--- config.mk ---
export PLATFORM = sky130hd
export DESIGN_NAME = board_mem_arbiter_flat
export DESIGN_NICKNAME = d
export VERILOG_FILES = /design/src/rtl/board_mem_arbiter_if.sv /design/src/rtl/board_mem_arbiter.sv /design/src/flat_wrapper.sv
export SDC_FILE = /design/constraint.sdc
export NUM_CORES = 1
export LEC_CHECK = 0
export ABC_AREA = 1
export CORE_ASPECT_RATIO = 2
export CORE_UTILIZATION = 41
export DETAILED_ROUTE_END_ITERATION = 8
export PLACE_DENSITY = 0.82
export SLEW_MARGIN = 20
export SYNTH_ARGS = -nofsm -noshare
export SYNTH_HDL_FRONTEND = slang
export SYNTH_SLANG_ARGS = --single-unit
--- constraint.sdc ---
create_clock -name clk -period 1.35 [get_ports clk]
set_input_delay 0.2025 -clock clk [delete_from_list [all_inputs] [get_ports clk]]
set_output_delay 0.2025 -clock clk [all_outputs]
set_load 0.02 [all_outputs]
--- src/rtl/board_mem_arbiter_if.sv ---
// Board tile RAM bus: draw read port, game read/write port and the RAM command/return.
// slave = arbiter side; master = requesters plus RAM side.
interface board_mem_arbiter_if #(
  parameter int ADDR_W = 10,
  parameter int DATA_W = 4
);
  logic              draw_req;
  logic [ADDR_W-1:0] draw_addr;
  logic [DATA_W-1:0] draw_rdata;
  logic              draw_rvalid;
  logic              game_req;
  logic              game_we;
  logic [ADDR_W-1:0] game_addr;
  logic [DATA_W-1:0] game_wdata;
  logic              game_gnt;
  logic [DATA_W-1:0] game_rdata;
  logic              game_rvalid;
  logic              mem_en;
  logic              mem_we;
  logic [ADDR_W-1:0] mem_addr;
  logic [DATA_W-1:0] mem_wdata;
  logic [DATA_W-1:0] mem_rdata;

  modport slave (
    input  draw_req, draw_addr, game_req, game_we, game_addr, game_wdata, mem_rdata,
    output draw_rdata, draw_rvalid, game_gnt, game_rdata, game_rvalid,
           mem_en, mem_we, mem_addr, mem_wdata
  );
  modport master (
    output draw_req, draw_addr, game_req, game_we, game_addr, game_wdata, mem_rdata,
    input  draw_rdata, draw_rvalid, game_gnt, game_rdata, game_rvalid,
           mem_en, mem_we, mem_addr, mem_wdata
  );
endinterface

--- src/rtl/board_mem_arbiter.sv ---
// Frame-synchronous arbiter for the single-port board RAM: draw reads always win,
// game accesses only in the vblank of tick frames; also produces the game tick.
module board_mem_arbiter #(
  parameter int ADDR_W   = 10,
  parameter int DATA_W   = 4,
  parameter int TICK_DIV = 8
) (
  input  logic                clk,
  input  logic                rst_n,
  input  logic                vblnk,
  board_mem_arbiter_if.slave  bus,
  output logic                game_tick,
  output logic                update_window
);
  typedef enum logic [1:0] {S_DRAW, S_UPDATE, S_LOCK} state_t;

  typedef struct packed {
    logic              en;
    logic              we;
    logic [ADDR_W-1:0] addr;
    logic [DATA_W-1:0] wdata;
  } cmd_t;

  localparam logic [7:0] TICK_LAST = 8'(TICK_DIV - 1);

  state_t            state, state_nxt;
  logic              vblnk_q, vb_rise, vb_fall, tick_frame, gnt;
  logic [7:0]        frame_cnt;
  cmd_t              cmd;
  logic [1:0]        tag_in;
  logic [2:1][1:0]   tag_pipe;

  assign vb_rise    = vblnk & ~vblnk_q;
  assign vb_fall    = ~vblnk & vblnk_q;
  assign tick_frame = (frame_cnt == TICK_LAST);

  // vblnk_q resets high so a vblank already in progress at release is not seen as an edge
  always_ff @(posedge clk or negedge rst_n) begin
    if (!rst_n) begin
      vblnk_q   <= 1'b1;
      frame_cnt <= '0;
      game_tick <= 1'b0;
    end else begin
      vblnk_q   <= vblnk;
      game_tick <= vb_rise & tick_frame;
      if (vb_rise) frame_cnt <= tick_frame ? 8'd0 : frame_cnt + 8'd1;
    end
  end

  always_ff @(posedge clk or negedge rst_n) begin
    if (!rst_n) state <= S_DRAW;
    else        state <= state_nxt;
  end

  always_comb begin
    state_nxt = state;
    case (state)
      S_DRAW:   if (vb_rise) state_nxt = tick_frame ? S_UPDATE : S_LOCK;
      S_UPDATE: if (vb_fall) state_nxt = S_DRAW;
      S_LOCK:   if (vb_fall) state_nxt = S_DRAW;
      default:  state_nxt = S_DRAW;
    endcase
  end

  always_comb begin
    update_window = (state == S_UPDATE);
    gnt           = bus.game_req & (state == S_UPDATE) & ~bus.draw_req;
  end

  // Command register; addr/wdata hold when idle to avoid needless RAM-pin toggling
  always_ff @(posedge clk or negedge rst_n) begin
    if (!rst_n) begin
      cmd <= '0;
    end else if (bus.draw_req) begin
      cmd.en   <= 1'b1;
      cmd.we   <= 1'b0;
      cmd.addr <= bus.draw_addr;
    end else if (gnt) begin
      cmd.en    <= 1'b1;
      cmd.we    <= bus.game_we;
      cmd.addr  <= bus.game_addr;
      cmd.wdata <= bus.game_wdata;
    end else begin
      cmd.en <= 1'b0;
      cmd.we <= 1'b0;
    end
  end

  // Owner tag {draw, game} follows each read through the RAM's one-cycle latency
  assign tag_in = {bus.draw_req, gnt & ~bus.game_we};

  always_ff @(posedge clk or negedge rst_n) begin
    if (!rst_n) tag_pipe <= '0;
    else        tag_pipe <= {tag_pipe[1], tag_in};
  end

  assign bus.game_gnt    = gnt;
  assign bus.mem_en      = cmd.en;
  assign bus.mem_we      = cmd.we;
  assign bus.mem_addr    = cmd.addr;
  assign bus.mem_wdata   = cmd.wdata;
  assign bus.draw_rdata  = bus.mem_rdata;
  assign bus.game_rdata  = bus.mem_rdata;
  assign bus.draw_rvalid = tag_pipe[2][1];
  assign bus.game_rvalid = tag_pipe[2][0];
endmodule
--- src/flat_wrapper.sv ---
// flat-port wrapper written by rule: the top's interface ports become plain ports
module board_mem_arbiter_flat 
#(
  parameter int ADDR_W   = 10,
  parameter int DATA_W   = 4,
  parameter int TICK_DIV = 8
)
  (clk, rst_n, vblnk, game_tick, update_window, bus_draw_req, bus_draw_addr, bus_game_req, bus_game_we, bus_game_addr, bus_game_wdata, bus_mem_rdata, bus_draw_rdata, bus_draw_rvalid, bus_game_gnt, bus_game_rdata, bus_game_rvalid, bus_mem_en, bus_mem_we, bus_mem_addr, bus_mem_wdata);
  board_mem_arbiter_if #(.ADDR_W(ADDR_W), .DATA_W(DATA_W)) bus_i ();
  input  logic clk;
  input  logic rst_n;
  input  logic vblnk;
  output logic game_tick;
  output logic update_window;
  input wire logic [$bits(bus_i.draw_req)-1:0] bus_draw_req;
  input wire logic [$bits(bus_i.draw_addr)-1:0] bus_draw_addr;
  input wire logic [$bits(bus_i.game_req)-1:0] bus_game_req;
  input wire logic [$bits(bus_i.game_we)-1:0] bus_game_we;
  input wire logic [$bits(bus_i.game_addr)-1:0] bus_game_addr;
  input wire logic [$bits(bus_i.game_wdata)-1:0] bus_game_wdata;
  input wire logic [$bits(bus_i.mem_rdata)-1:0] bus_mem_rdata;
  output wire logic [$bits(bus_i.draw_rdata)-1:0] bus_draw_rdata;
  output wire logic [$bits(bus_i.draw_rvalid)-1:0] bus_draw_rvalid;
  output wire logic [$bits(bus_i.game_gnt)-1:0] bus_game_gnt;
  output wire logic [$bits(bus_i.game_rdata)-1:0] bus_game_rdata;
  output wire logic [$bits(bus_i.game_rvalid)-1:0] bus_game_rvalid;
  output wire logic [$bits(bus_i.mem_en)-1:0] bus_mem_en;
  output wire logic [$bits(bus_i.mem_we)-1:0] bus_mem_we;
  output wire logic [$bits(bus_i.mem_addr)-1:0] bus_mem_addr;
  output wire logic [$bits(bus_i.mem_wdata)-1:0] bus_mem_wdata;
  assign bus_i.draw_req = bus_draw_req;
  assign bus_i.draw_addr = bus_draw_addr;
  assign bus_i.game_req = bus_game_req;
  assign bus_i.game_we = bus_game_we;
  assign bus_i.game_addr = bus_game_addr;
  assign bus_i.game_wdata = bus_game_wdata;
  assign bus_i.mem_rdata = bus_mem_rdata;
  assign bus_draw_rdata = bus_i.draw_rdata;
  assign bus_draw_rvalid = bus_i.draw_rvalid;
  assign bus_game_gnt = bus_i.game_gnt;
  assign bus_game_rdata = bus_i.game_rdata;
  assign bus_game_rvalid = bus_i.game_rvalid;
  assign bus_mem_en = bus_i.mem_en;
  assign bus_mem_we = bus_i.mem_we;
  assign bus_mem_addr = bus_i.mem_addr;
  assign bus_mem_wdata = bus_i.mem_wdata;
  board_mem_arbiter #(.ADDR_W(ADDR_W), .DATA_W(DATA_W), .TICK_DIV(TICK_DIV)) u_core (.clk(clk), .rst_n(rst_n), .vblnk(vblnk), .bus(bus_i), .game_tick(game_tick), .update_window(update_window));
endmodule
==> summary.txt, run 1 <==
CP Launch Type: flip-flop
FF-to-FF path depth: 7
DPL Wire Length: 2320 um
antenna viol nets, final: 0
slowest stage delay, CP: 0.38 ns
Post-Syn Area per Cell: 8.46 sq um
Yosys cell types: 18
DRT iter0 DRCs: 25
internal power: 1.79 mW
critical path arrival: 1.17 ns
status: finished, violations left
syn nets: 210
initial antenna violation count: 0
Die Span X: 44.3 um
Stages on worst setup path: 5
switch share: 0.288
hold buffer count at cts: 0
area of the multi-input gates: 548 sq um
CP Max Fanout: 2
largest net degree at the start of global routing: 33
violated checks: DRC, setup timing
Mapped Cells: 173
CTS tree: yes
nets: 266
gr ovfl total: 0
Clk pwr share: 0.311
Fmax achieved: 729 MHz
Post-route DRC: 1
I/O pin cnt: 63
power per cell area: 1180 nW/um^2
CTS clock-pin slew for the worst setup and hold paths: 0.07 ns
Worst Setup End Kind: primary output
Final WS setup: -0.0219 ns
dpl cell area: 2020 sq um
GP Congestion: 0.761
Via Count: 1247
filler cell count: 296
Area Overhead vs Synth: 45.7%
clock sinks: 32
share of cells above drive strength 1: 0.140
final period utilization: 1.02
Synth warnings: 0
gr usage total: 0.191
First-pass DRT Iterations: 9
effective utilization at floorplan: 0.429
clock skew: 0.00643 ns
core box area: 3420 sq um
slowest CP cell: dfrtp_1
Worst path top cell family by delay: flip-flops
Slew Viols, Final: 0
PortBufs: 50
die height: 86.5 um
CTS buffer count: 5
Final Cell Area: 2130 sq um
H-tree depth: 2
Reg area: 802 sq um
maximum clock insertion buffer count: 2
crit path time final: 1.37 ns
Buf+Inv Stages, Crit Path: 2
first-pass GRT wire length: 5250 um
die area: 3830 sq um
Required @ worst endpoint: 1.15 ns
Least-Margin Pin Slew: 0.240 ns
relative slew slack: 0.841
final hold vios: 0
final wirelength: 3100 um
DR WL/cell: 11.2 um
register area share after synthesis: 0.548
n_diodes: 0
Max Cap Violations: 0
Worst Setup Path Type: flip-flop to primary output
Yosys reg bits: 32
net load switching power: 727 uW
# setup viols final: 1
# rows: 30
crit path cell chain: inv_2 > ha_4 > nand2_4 > nor2_4 > buf_6
RSZ-0062 raised after global routing: true
Via-to-Cell Ratio: 4.50
Gate power share: 0.217
VDD IR max: 1010 uV
leak pwr: 1.10 nW
worst hold path type: input pin to async pin
worst-skew pair later-pin latency: 0.28 ns
Clock Root Buffer: clkbuf_8
number of global-route vias before repair: 1248
final core utilization: 0.625
mapped cell area: 1460 sq um
sequential share of power: 0.473
-- cells in the mapped netlist --
| master | number | area, sq um |
|---|---|---|
| nand2_1 | 71 | 267 |
| dfrtp_1 | 31 | 776 |
| inv_1 | 16 | 60.1 |
| nand3_1 | 15 | 75.1 |
| buf_4 | 9 | 67.6 |
| nor2_1 | 8 | 30.0 |
| o21ai_0 | 4 | 20.0 |
| ha_1 | 3 | 37.5 |
| nor2_2 | 3 | 18.8 |
| o21ai_1 | 3 | 15.0 |
| nand2_2 | 2 | 12.5 |
| nor2_4 | 2 | 22.5 |
| buf_2 | 1 | 5.00 |
| dfstp_2 | 1 | 26.3 |
| inv_2 | 1 | 3.75 |
| nand3_2 | 1 | 10.0 |
| xnor2_1 | 1 | 8.76 |
| xor2_1 | 1 | 8.76 |
-- power by group through the flow --
| stage | clock network (mW) | logic (mW) | registers (mW) |
|---|---|---|---|
| 6_report | 0.784 | 0.546 | 1.19 |
| 5_1_grt | 0.855 | 0.619 | 1.21 |
| 4_1_cts | 0.804 | 0.533 | 1.19 |
| 3_5_place_dp | 0 | 0.550 | 1.20 |
| 3_3_place_gp | 0 | 0.530 | 1.20 |
| 2_1_floorplan | 0 | 0.291 | 1.22 |
-- worst register-to-register path: stages, from the launching register on --
cell	delay, ns
dfrtp_1	0.39
buf_4	0.13
inv_1	0.04
ha_1	0.28
o21ai_0	0.08
nand2_1	0.12
nand2_1	0.08
o21ai_1	0.07
-- metal layers --
| layer | routed length (um) | global-route usage |
|---|---|---|
| met1 | 1110 | 0.196 |
| met2 | 1710 | 0.324 |
| met3 | 122 | 0.0438 |
| met4 | 162 | 0.138 |
| met5 | 0 | 0 |
-- cells in the final DEF (no fill, tap or decap), drive strengths merged --
master and n:
dfstp 1, dfrtp 31, xor2 1, clkbuf 7, nand2 73, ha 3, xnor2 1, nor2 13
inv 17, buf 11, clkdlybuf4s50 29, dlygate4sd2 19, nand3 16, o21ai 7
-- stage by stage --
| stage | setup TNS, ns | hold slack, ns | total power [mW] | std cells | setup WS, ns |
|---|---|---|---|---|---|
| 6_report | -0.0219 | 0.281 | 2.52 | 277 | -0.0219 |
| 3_5_place_dp | -1.99 | 0.335 | 1.75 | 268 | -0.348 |
| 2_1_floorplan | 0 | -0.0931 | 1.51 | 173 | 0.0405 |
| 5_1_grt | -0.256 | 0.300 | 2.68 | 277 | -0.0824 |
| 3_3_place_gp | -1.41 | 0.334 | 1.73 | 268 | -0.345 |
| 4_1_cts | -0.159 | 0.286 | 2.53 | 276 | -0.0983 |
-- sequential cells by signal (all words and copies together), names as in the netlist, 2 cells and up --
name / flops
u_core.tag_pipe: 2
u_core.frame_cnt: 8
u_core.state: 2
u_core.bus.mem_addr: 10
u_core.bus.mem_wdata: 4
-- what timing repair did --
| item | 4_1_cts | 5_1_grt |
|---|---|---|
| endpoints found under the hold margin | 0 | 0 |
| setup endpoints to repair | 26 | 11 |
| buffers inserted | 1 | 1 |
| pin swaps | 0 | 2 |
| gates resized for setup | 31 | 6 |
-- final timing paths --
check                              startpoint                     end  slack (ns)
min in group clk           u_core.tag_pipe[1]  u_core.bus.draw_rvalid        0.35
setup reg to reg              u_core.state[0]         u_core.state[1]        0.04
hold / removal                          rst_n     u_core.frame_cnt[5]        0.28
setup / recovery              u_core.state[1]            bus_game_gnt       -0.02
hold reg to reg            u_core.tag_pipe[1]  u_core.bus.draw_rvalid        0.35
max in group asynchronous               rst_n          u_core.vblnk_q        0.82
-- area by class of cell --
type                       instances  share of cell area
tap                               48              0.0282
multi-input combinational        114               0.257
inverter                          17              0.0299
timing repair buffer              59               0.264
clock buffer                       7              0.0452
sequential                        32               0.376
-- kinds of logic (layout without fill, tap and decap cells) --
logic type / after synthesis / count (layout) / share of synthesized area
XOR/XNOR: 2 / 2 / 0.0120
buffers and inverters: 27 / 83 / 0.0932
flip-flops: 32 / 32 / 0.548
adder cells (fa/ha/maj): 3 / 3 / 0.0256
AND/OR/NAND/NOR: 102 / 102 / 0.297
AO/OA/AOI/OAI: 7 / 7 / 0.0239
(Power assumes the default switching activity.)
==> inputs of run 2 (changes only) <==
- ABC_AREA: 1 -> 0
- PLACE_DENSITY: 0.82 -> 0.83
==> summary.txt, run 2 <==
RSZ-0062 raised after global routing: true
number of global-route vias before repair: 1253
clock sinks: 32
effective utilization at floorplan: 0.427
clock skew: 0.00954 ns
Post-Syn Area per Cell: 11.8 sq um
nets: 220
initial antenna violation count: 0
share of the synthesized area in the top cell type: 0.543
Yosys cell types: 31
Reg area: 802 sq um
Fmax achieved: 731 MHz
final hold vios: 0
relative slew slack: 0.792
DPL Wire Length: 2400 um
CTS clock-pin slew for the worst setup and hold paths: 0.07 ns
VDD IR max: 881 uV
worst-skew pair later-pin latency: 0.29 ns
First-pass DRT Iterations: 6
final period utilization: 1.01
slowest CP cell: dfrtp_1
Least-Margin Pin Slew: 0.313 ns
max reg flops: 10
Via-to-Cell Ratio: 5.42
Worst path top cell family by delay: flip-flops
slowest stage delay, CP: 0.39 ns
final core utilization: 0.642
CP Max Fanout: 2
most common cell after layout, fill and taps aside: dfrtp_1
filler cell count: 269
maximum clock insertion buffer count: 2
Max Cap Violations: 0
Clock Root Buffer: clkbuf_8
most frequent cell after synthesis: dfrtp_1
n_diodes: 0
DRT iter0 DRCs: 30
die height: 85.5 um
share of cells above drive strength 1: 0.245
worst hold path type: input pin to async pin
leak pwr: 1.05 nW
Synth area leader: dfrtp_1
CP Launch Type: flip-flop
placed instance count: 206
I/O pin cnt: 63
mapped cell area: 1430 sq um
syn nets: 158
area of the multi-input gates: 586 sq um
Yosys reg bits: 32
register area share after synthesis: 0.562
CTS buffer count: 5
synth cell count leaders: dfrtp_1 (31), o21ai_0 (16), nand2_1 (14)
Buf+Inv Stages, Crit Path: 2
Worst Setup Path Type: flip-flop to primary output
Power, Total: 3.61 mW
Mapped Cells: 121
setup TNS: -0.0239 ns
Via Count: 1170
Synth warnings: 0
worst reg2reg endpoint: u_core.bus.mem_addr[0]
Finished Layout Cells: 216
most frequent cells in the layout: dfrtp_1 (31), clkdlybuf4s50_1 (29), dlygate4sd2_1 (19), buf_4 (16), o21ai_0 (15)
die area: 3740 sq um
final wirelength: 3490 um
DR WL/cell: 16.1 um
Worst Setup End Kind: primary output
antenna viol nets, final: 0
Area Overhead vs Synth: 50.3%
violated checks: DRC, setup timing
FF-to-FF path depth: 5
Hold WS: 0.225 ns
Stages on worst setup path: 5
status: finished, violations left
gr ovfl total: 0
gr usage total: 0.214
crit path cell chain: inv_2 > ha_4 > nand2_4 > nor2_4 > buf_6
Die Span X: 43.7 um
critical path arrival: 1.17 ns
H-tree depth: 2
first-pass GRT wire length: 5780 um
Post-route DRC: 3
Required @ worst endpoint: 1.15 ns
PortBufs: 50
Slew Viols, Final: 0
ys async rst share: 1.00
GP Congestion: 0.780
crit path time final: 1.37 ns
CTS tree: yes
largest net degree at the start of global routing: 26
# setup viols final: 2
Final WS setup: -0.0186 ns
core box area: 3340 sq um
ranking of synthesized cells by area: dfrtp_1 (54%), mux2i_1 (7.0%), o21ai_0 (5.6%), buf_4 (4.7%), nand2_1 (3.7%)
Most used DFF post-synth: dfrtp_1
r2r setup slk: -0.01 ns
EDFF count, synth: 0
r2r startpoint: u_core.state[0]
# rows: 30
power per cell area: 1680 nW/um^2
[run 2: cell types whose count changed in the layout (fill, tap and decap cells not counted), sizes merged, moves of 7 or more]
cell	previous run	this run
nand2	73	14
nand3	16	1
inv	17	3
nor2	13	1
mux2i	0	10
o21ai	7	17
buf	11	18
[run 2: report_power, final]
part           internal (mW)  switching, mW  leakage [nW]  total (mW)
Clock                  0.546          0.372        0.0541       0.918
Sequential              1.17          0.154         0.402        1.33
Combinational          0.693          0.677         0.591        1.37
Total                   2.41           1.20          1.05        3.61
[run 2: cell type report]
class	count	share of cell area
sequential	32	0.374
timing repair buffer	66	0.276
multi-input combinational	75	0.273
clock buffer	5	0.0321
clock inverter	3	0.0198
tap	32	0.0187
inverter	3	0.00641
[run 2: routing by layer]
| metal | track usage | part of all wire | up-vias |
|---|---|---|---|
| met4 | 0.142 | 0.033 | 0 |
| met3 | 0.0489 | 0.049 | 11 |
| li1 | - | - | 539 |
| met2 | 0.373 | 0.58 | 38 |
| met1 | 0.213 | 0.34 | 582 |
| met5 | 0 | 0 | - |
[run 2: how the worst max path moves through the flow]
stage | startpoint | end | slack, ns
floorplan | u_core.state[1] | u_core.bus.mem_wdata[0] | -0.05
global placement | bus_game_req | bus_game_gnt | -0.37
detailed placement | bus_game_req | bus_game_gnt | -0.37
CTS | u_core.state[1] | bus_game_gnt | -0.07
global route | u_core.state[1] | bus_game_gnt | -0.08
finish | u_core.state[1] | bus_game_gnt | -0.02
[run 2: cells by family (layout without fill, tap and decap cells)]
| group | count (synthesis) | count (layout) | synth area share |
|---|---|---|---|
| AOI/OAI and AO/OA | 21 | 21 | 0.0841 |
| xor gates and xnor gates | 5 | 5 | 0.0307 |
| adders and majority gates | 3 | 3 | 0.0263 |
| buffers and inverters | 14 | 77 | 0.0605 |
| DFF | 32 | 32 | 0.562 |
| muxes | 14 | 14 | 0.102 |
| and+or+nand+nor | 32 | 32 | 0.135 |
[run 2: through the flow]
step	setup slack, ns	area (sq um)
final	-0.0186	2150
after global routing	-0.0823	2150
after CTS	-0.0713	2130
after detailed placement	-0.369	2020
after global placement	-0.367	2020
after floorplan	-0.0535	1450
[run 2: what timing repair did]
action,in CTS,in global routing
endpoints found under the hold margin,0,0
gates cloned,0,0
hold buffers,0,0
endpoints found under the setup margin,28,20
pin swaps,1,4
gates resized for setup,32,4
setup buffers,1,1
